===== src/rtl/hit_lane_packer_pkg.sv =====
// Shared types and sizes for the R17 -> R18 hit lane packer.
// A fragment is a signed position/depth vector plus an unsigned color vector.
package hit_lane_packer_pkg;

    localparam int SIGFIG = 24;
    localparam int RADIX  = 10;
    localparam int AXIS   = 3;
    localparam int COLORS = 3;
    localparam int LANES  = 4;

    typedef enum logic [0:0] {
        EMPTY = 1'b0,
        FILL  = 1'b1
    } pack_state_e;

    typedef struct packed {
        logic signed [AXIS-1:0][SIGFIG-1:0]   hit;
        logic        [COLORS-1:0][SIGFIG-1:0] color;
    } hit_frag_t;

endpackage


===== src/rtl/packer_idle_timer.sv =====
// Counts hit-free cycles while a partial group is pending and raises a
// one-cycle auto-flush strobe once the idle limit is reached.
module packer_idle_timer #(
    parameter int TIMEOUT = 16,
    parameter int TO_W    = 5
) (
    input  logic clk,
    input  logic rst,
    input  logic fill_i,
    input  logic hit_i,
    input  logic flush_i,
    output logic auto_flush_o
);

    localparam logic [TO_W-1:0] LAST = TO_W'(TIMEOUT - 1);
    localparam logic [TO_W-1:0] SAT  = '1;

    logic [TO_W-1:0] idle_q;
    logic [TO_W-1:0] idle_d;

    always_comb begin
        auto_flush_o = (TIMEOUT != 0) && fill_i && !hit_i && (idle_q == LAST);
        idle_d       = idle_q;
        // A flush while filling always emits, so it restarts the count too.
        if (!fill_i || hit_i || flush_i || auto_flush_o) begin
            idle_d = '0;
        end else if (idle_q != SAT) begin
            idle_d = idle_q + TO_W'(1);
        end
    end

    always_ff @(posedge clk) begin
        if (rst) begin
            idle_q <= '0;
        end else begin
            idle_q <= idle_d;
        end
    end

endmodule


===== src/rtl/hit_lane_packer.sv =====
// Gathers the single-lane R17 hit stream into 4-wide groups and emits each
// group on the R18 lanes for one cycle, oldest hit on lane 1.
module hit_lane_packer
    import hit_lane_packer_pkg::*;
#(
    parameter int TIMEOUT = 16,
    parameter int TO_W    = 5
) (
    input  logic                                clk,
    input  logic                                rst,
    input  logic signed [AXIS-1:0][SIGFIG-1:0]   hit_R17S,
    input  logic        [COLORS-1:0][SIGFIG-1:0] color_R17U,
    input  logic                                hit_valid_R17H,
    input  logic                                flush_R17H,
    output logic signed [AXIS-1:0][SIGFIG-1:0]   hit_R18S_1,
    output logic signed [AXIS-1:0][SIGFIG-1:0]   hit_R18S_2,
    output logic signed [AXIS-1:0][SIGFIG-1:0]   hit_R18S_3,
    output logic signed [AXIS-1:0][SIGFIG-1:0]   hit_R18S_4,
    output logic        [COLORS-1:0][SIGFIG-1:0] color_R18U_1,
    output logic        [COLORS-1:0][SIGFIG-1:0] color_R18U_2,
    output logic        [COLORS-1:0][SIGFIG-1:0] color_R18U_3,
    output logic        [COLORS-1:0][SIGFIG-1:0] color_R18U_4,
    output logic                                hit_valid_R18H_1,
    output logic                                hit_valid_R18H_2,
    output logic                                hit_valid_R18H_3,
    output logic                                hit_valid_R18H_4,
    output logic                                pending_RnnnnH,
    output logic [31:0]                         hits_packed_RnnnnU,
    output logic [31:0]                         groups_emitted_RnnnnU
);

    hit_frag_t        in_frag;
    hit_frag_t        slot_q [LANES];
    hit_frag_t        lane_q [LANES];
    hit_frag_t        lane_d [LANES];
    logic [LANES-1:0] lane_v_q;
    logic [LANES-1:0] lane_v_d;
    logic [1:0]       cnt_q;
    logic [1:0]       cnt_d;
    logic [2:0]       total;
    pack_state_e      state;
    logic             emit;
    logic             auto_flush;
    logic             pending_q;
    logic [31:0]      hits_q;
    logic [31:0]      hits_d;
    logic [31:0]      groups_q;
    logic [31:0]      groups_d;

    assign in_frag.hit   = hit_R17S;
    assign in_frag.color = color_R17U;

    packer_idle_timer #(
        .TIMEOUT (TIMEOUT),
        .TO_W    (TO_W)
    ) u_idle_timer (
        .clk          (clk),
        .rst          (rst),
        .fill_i       (state == FILL),
        .hit_i        (hit_valid_R17H),
        .flush_i      (flush_R17H),
        .auto_flush_o (auto_flush)
    );

    always_comb begin
        state    = (cnt_q == 2'd0) ? EMPTY : FILL;
        total    = {1'b0, cnt_q} + {2'b00, hit_valid_R17H};
        emit     = (hit_valid_R17H && (cnt_q == 2'd3)) ||
                   (flush_R17H && (total != 3'd0)) ||
                   auto_flush;
        cnt_d    = emit ? 2'd0 : total[1:0];
        hits_d   = hits_q;
        groups_d = groups_q;
        lane_v_d = '0;
        for (int k = 0; k < LANES; k++) begin
            lane_d[k] = lane_q[k];
            if (emit) begin
                if (3'(k) < total) begin
                    lane_v_d[k] = 1'b1;
                    // This cycle's hit lands on the lane it would have filled.
                    lane_d[k]   = (hit_valid_R17H && (2'(k) == cnt_q)) ? in_frag : slot_q[k];
                end else begin
                    lane_d[k]   = '0;
                end
            end
        end
        if (emit) begin
            hits_d   = hits_q + 32'(total);
            groups_d = groups_q + 32'd1;
        end
    end

    always_ff @(posedge clk) begin
        if (rst) begin
            cnt_q     <= 2'd0;
            lane_v_q  <= '0;
            pending_q <= 1'b0;
            hits_q    <= '0;
            groups_q  <= '0;
            for (int k = 0; k < LANES; k++) begin
                slot_q[k] <= '0;
                lane_q[k] <= '0;
            end
        end else begin
            cnt_q     <= cnt_d;
            lane_v_q  <= lane_v_d;
            pending_q <= (cnt_d != 2'd0);
            hits_q    <= hits_d;
            groups_q  <= groups_d;
            if (hit_valid_R17H) begin
                slot_q[cnt_q] <= in_frag;
            end
            for (int k = 0; k < LANES; k++) begin
                lane_q[k] <= lane_d[k];
            end
        end
    end

    assign hit_R18S_1            = lane_q[0].hit;
    assign hit_R18S_2            = lane_q[1].hit;
    assign hit_R18S_3            = lane_q[2].hit;
    assign hit_R18S_4            = lane_q[3].hit;
    assign color_R18U_1          = lane_q[0].color;
    assign color_R18U_2          = lane_q[1].color;
    assign color_R18U_3          = lane_q[2].color;
    assign color_R18U_4          = lane_q[3].color;
    assign hit_valid_R18H_1      = lane_v_q[0];
    assign hit_valid_R18H_2      = lane_v_q[1];
    assign hit_valid_R18H_3      = lane_v_q[2];
    assign hit_valid_R18H_4      = lane_v_q[3];
    assign pending_RnnnnH        = pending_q;
    assign hits_packed_RnnnnU    = hits_q;
    assign groups_emitted_RnnnnU = groups_q;

endmodule


===== config.mk =====
export PLATFORM = sky130hd
export DESIGN_NAME = hit_lane_packer
export DESIGN_NICKNAME = d
export VERILOG_FILES = /design/src/rtl/hit_lane_packer_pkg.sv /design/src/rtl/packer_idle_timer.sv /design/src/rtl/hit_lane_packer.sv
export SDC_FILE = /design/constraint.sdc
export NUM_CORES = 2
export LEC_CHECK = 0
export ABC_AREA = 0
export CAP_MARGIN = 40
export CORE_AREA = 3 3 303 305
export CTS_BUF_LIST = sky130_fd_sc_hd__clkbuf_16
export DETAILED_ROUTE_END_ITERATION = 8
export DIE_AREA = 0 0 306 308
export MAX_ROUTING_LAYER = met4
export PLACE_DENSITY_LB_ADDON = 0.2
export SLEW_MARGIN = 40
export SYNTH_ARGS = -nofsm -noshare
export SYNTH_HDL_FRONTEND = slang
export SYNTH_SLANG_ARGS = --single-unit

===== constraint.sdc =====
create_clock -name clk -period 11.9 [get_ports clk]
set_input_delay 2.38 -clock clk [delete_from_list [all_inputs] [get_ports clk]]
set_output_delay 2.38 -clock clk [all_outputs]
set_load 0.05 [all_outputs]

==> results.cfg <==
[global_route]
grt_max_degree = 107
grt_overflow = 0
antenna_found_initial = 18
grt_pass1_wl_um = 213000
grt_usage = 0.304
grt_pass1_vias = 33500

[sta]
max_slew_margin = 0.404
skew_ns = 0.0298
slew_viol_final = 0
setup_violations = 0
rsz0062_at_grt = false
fin_setup_tns_ns = 0
fin_crit_sh = 0.475
finalCriticalPeriod_ns = 5.65
max_slew.worst_pin.slew_ns = 0.893
max_freq_mhz = 177
finalHoldViolations = 0

[synthesis]
synthDominantCellAreaShare = 0.361
ys_top_cells_by_area = edfxtp_1 (36%), dfxtp_1 (27%), mux2i_1 (12%)
synth_cells = 4156
syn_nets = 4315
seq_area_frac_synth = 0.633
yosysUniqueCellTypes = 47
async_reset_ff_frac = 0
synth-seq-cells = 1228
yosysTopAreaCell = edfxtp_1
avgSynthCellArea_sq_um = 11.5
netlist_area_sq_um = 47900
synthFlopType = dfxtp_1
synth_edf_count = 576
synth_warnings = 0

[worst_setup_path]
cpMostUsedCell = ha_1
slowest_delay_ns = 0.73
crit_chain = clkdlybuf4s50_1 -> ha_1 -> inv_1 -> ha_1 -> o31ai_1 -> o211a_1 -> buf_4 -> or3_4 -> buf_12 -> inv_2 -> o21ai_4 -> buf_6 -> o21ai_0
critPathLaunchType = input pin
crit_fanout = 71
arrival_ns = 6.20
crit_start = hit_valid_R17H
path_delay_family = buffers and inverters
critPathRequiredTime_ns = 12.45
critPathBufInv = 6
critical_path_class = input pin to flop
r2r_start = cnt_q[0]$_SDFF_PP0_
critPathCaptureType = flop
cpMaxStageDelayCell = clkdlybuf4s50_1

[floorplan]
core-area_sq_um = 89600
initial_utilization = 0.535
die_x_um = 306
fp-row-count = 110
die-area_sq_um = 94200
ios = 793
die_h_um = 308

[finish]
synthToLayoutAreaGrowth_pct = 27.2
fillers = 6665
layout.nets = 4999
utilization = 0.680
drive_above_1_share = 0.0472

[clocking]
cts-root-buf = clkbuf_16
cts.sinks = 1228
cts_setup_buffers = 0
clk-insertion-delay-late_ns = 0.72
path_clk_slew_ns = 0.06
cts_resized = 0
ctsLongestPathBuffers = 3
hold_buffers = 0
cts_buffers = 130
htreeDepth = 4
cts_tree = built

[pwr]
power.share.clock = 0.405
combPwrFrac = 0.098
p_int_mw = 7.10
switching_share = 0.248
p_switching_mw = 2.34
powerDensity_nw_per_um2 = 155
seq_power_share = 0.497
leakage_nw = 25.3
ir_drop_uv = 123

[placement]
portBuffers = 792
globalplace.congestion = 0.871
hpwl_um = 89000

[flow_run]
drv_cap = 0

[detailed_routing]
wl_per_cell_um = 23.2
vias = 34300
drt-vias-per-instance = 5.59
drc = 0
ant_nets = 0
drt-pass1-iter-count = 5
drt-initial-drc-count = 2666
wl_um = 142000

[worst_hold_path]
hold_path.class = flop to flop
min-delay-start = lane_q[2][17]$_SDFFE_PP0P_

[status]
status = complete, no violations
## final timing paths
check	end	slack (ns)	depth (start not counted)
min	lane_q[2][17]$_SDFFE_PP0P_	0.45	2
min reg2reg	lane_q[2][17]$_SDFFE_PP0P_	0.45	2
max	lane_q[2][64]$_SDFFE_PP0P_	6.25	13
max reg2reg	lane_q[2][64]$_SDFFE_PP0P_	8.12	12
## worst min-delay path, delay by kind of cell, from the launching register on
family          cells  cell delay [ns]
flops               1             0.32
compound gates      1             0.05
simple gates        1             0.04
## per-layer routing
| layer | vias to the layer above | wire, um | GRT usage |
|---|---|---|---|
| li1 | 15900 | - | - |
| met1 | 16800 | 58300 | 0.384 |
| met5 | - | 0 | - |
| met2 | 1295 | 67200 | 0.472 |
| met4 | 0 | 6660 | 0.144 |
| met3 | 275 | 10300 | 0.0628 |
## cells by family after synthesis
family	synth area share
AO/OA/AOI/OAI	0.0689
multiplexers	0.121
adder cells (fa/ha/maj)	0.00303
AND/OR/NAND/NOR	0.142
XOR/XNOR	0.00640
buffers and inverters	0.0254
flip-flops	0.633
## layout make-up
type	count	area (sq um)	area share
Clock inverter	98	612	0.0100
Inverter	20	77.6	0.00127
Clock buffer	135	3380	0.0554
Antenna cell	17	42.5	0.000698
Multi-Input combinational cell	2618	16500	0.270
Sequential cell	1228	30300	0.498
Timing Repair Buffer	842	8570	0.141
Tap cell	1176	1470	0.0241
## power groups by stage
stage | Sequential (mW) | Clock [mW] | Combinational, mW
CTS | 4.69 | 3.87 | 0.922
floorplan | 4.95 | 0 | 0.370
global placement | 4.77 | 0 | 0.901
global route | 4.70 | 4.05 | 0.980
finish | 4.69 | 3.83 | 0.924
detailed placement | 4.78 | 0 | 0.918
## through the flow
step | setup WS, ns | hold slack, ns | area, sq um | power [mW] | std cells
2_1_floorplan | 4.64 | 0.472 | 47900 | 5.32 | 4156
3_3_place_gp | 5.14 | 0.432 | 56600 | 5.67 | 5875
3_5_place_dp | 5.22 | 0.441 | 56800 | 5.70 | 5880
4_1_cts | 5.96 | 0.454 | 60800 | 9.49 | 6113
5_1_grt | 6.08 | 0.471 | 61000 | 9.73 | 6134
6_report | 6.25 | 0.447 | 61000 | 9.44 | 6134
## cells in the final DEF, fill, tap and decap left out, types with 15 or more instances in the layout
| cell | count |
|---|---|
| o21ai_0 | 599 |
| or3_1 | 18 |
| clkbuf_16 | 135 |
| and3_1 | 151 |
| diode_2 | 17 |
| dfxtp_1 | 652 |
| buf_6 | 20 |
| edfxtp_1 | 576 |
| a21oi_1 | 30 |
| nand3_1 | 15 |
| nand4_1 | 17 |
| nand2_1 | 599 |
| mux2i_1 | 578 |
| clkdlybuf4s50_1 | 791 |
| nor2_1 | 43 |
| and2_1 | 436 |
| xnor2_1 | 25 |
| buf_4 | 17 |
| inv_1 | 61 |
| clkinv_1 | 25 |
| clkinv_2 | 16 |
## synth_stat cells (all sizes together), types with 20 or more instances
cell,n
nand2,602
clkbuf,244
and2,436
and3,151
mux2i,578
xnor2,25
dfxtp,652
o21ai,600
nor2,46
inv,20
buf,46
edfxtp,576
a21oi,30
## sequential cells by signal, indices dropped and copies added, names as in the netlist
signal	cells
u_idle_timer.idle_q	5
pending_RnnnnH	1
groups_emitted_RnnnnU	32
cnt_q	2
hits_packed_RnnnnU	32
lane_q	576
slot_q	576
lane_v_q	4
Power figures use the tool's default switching activity.
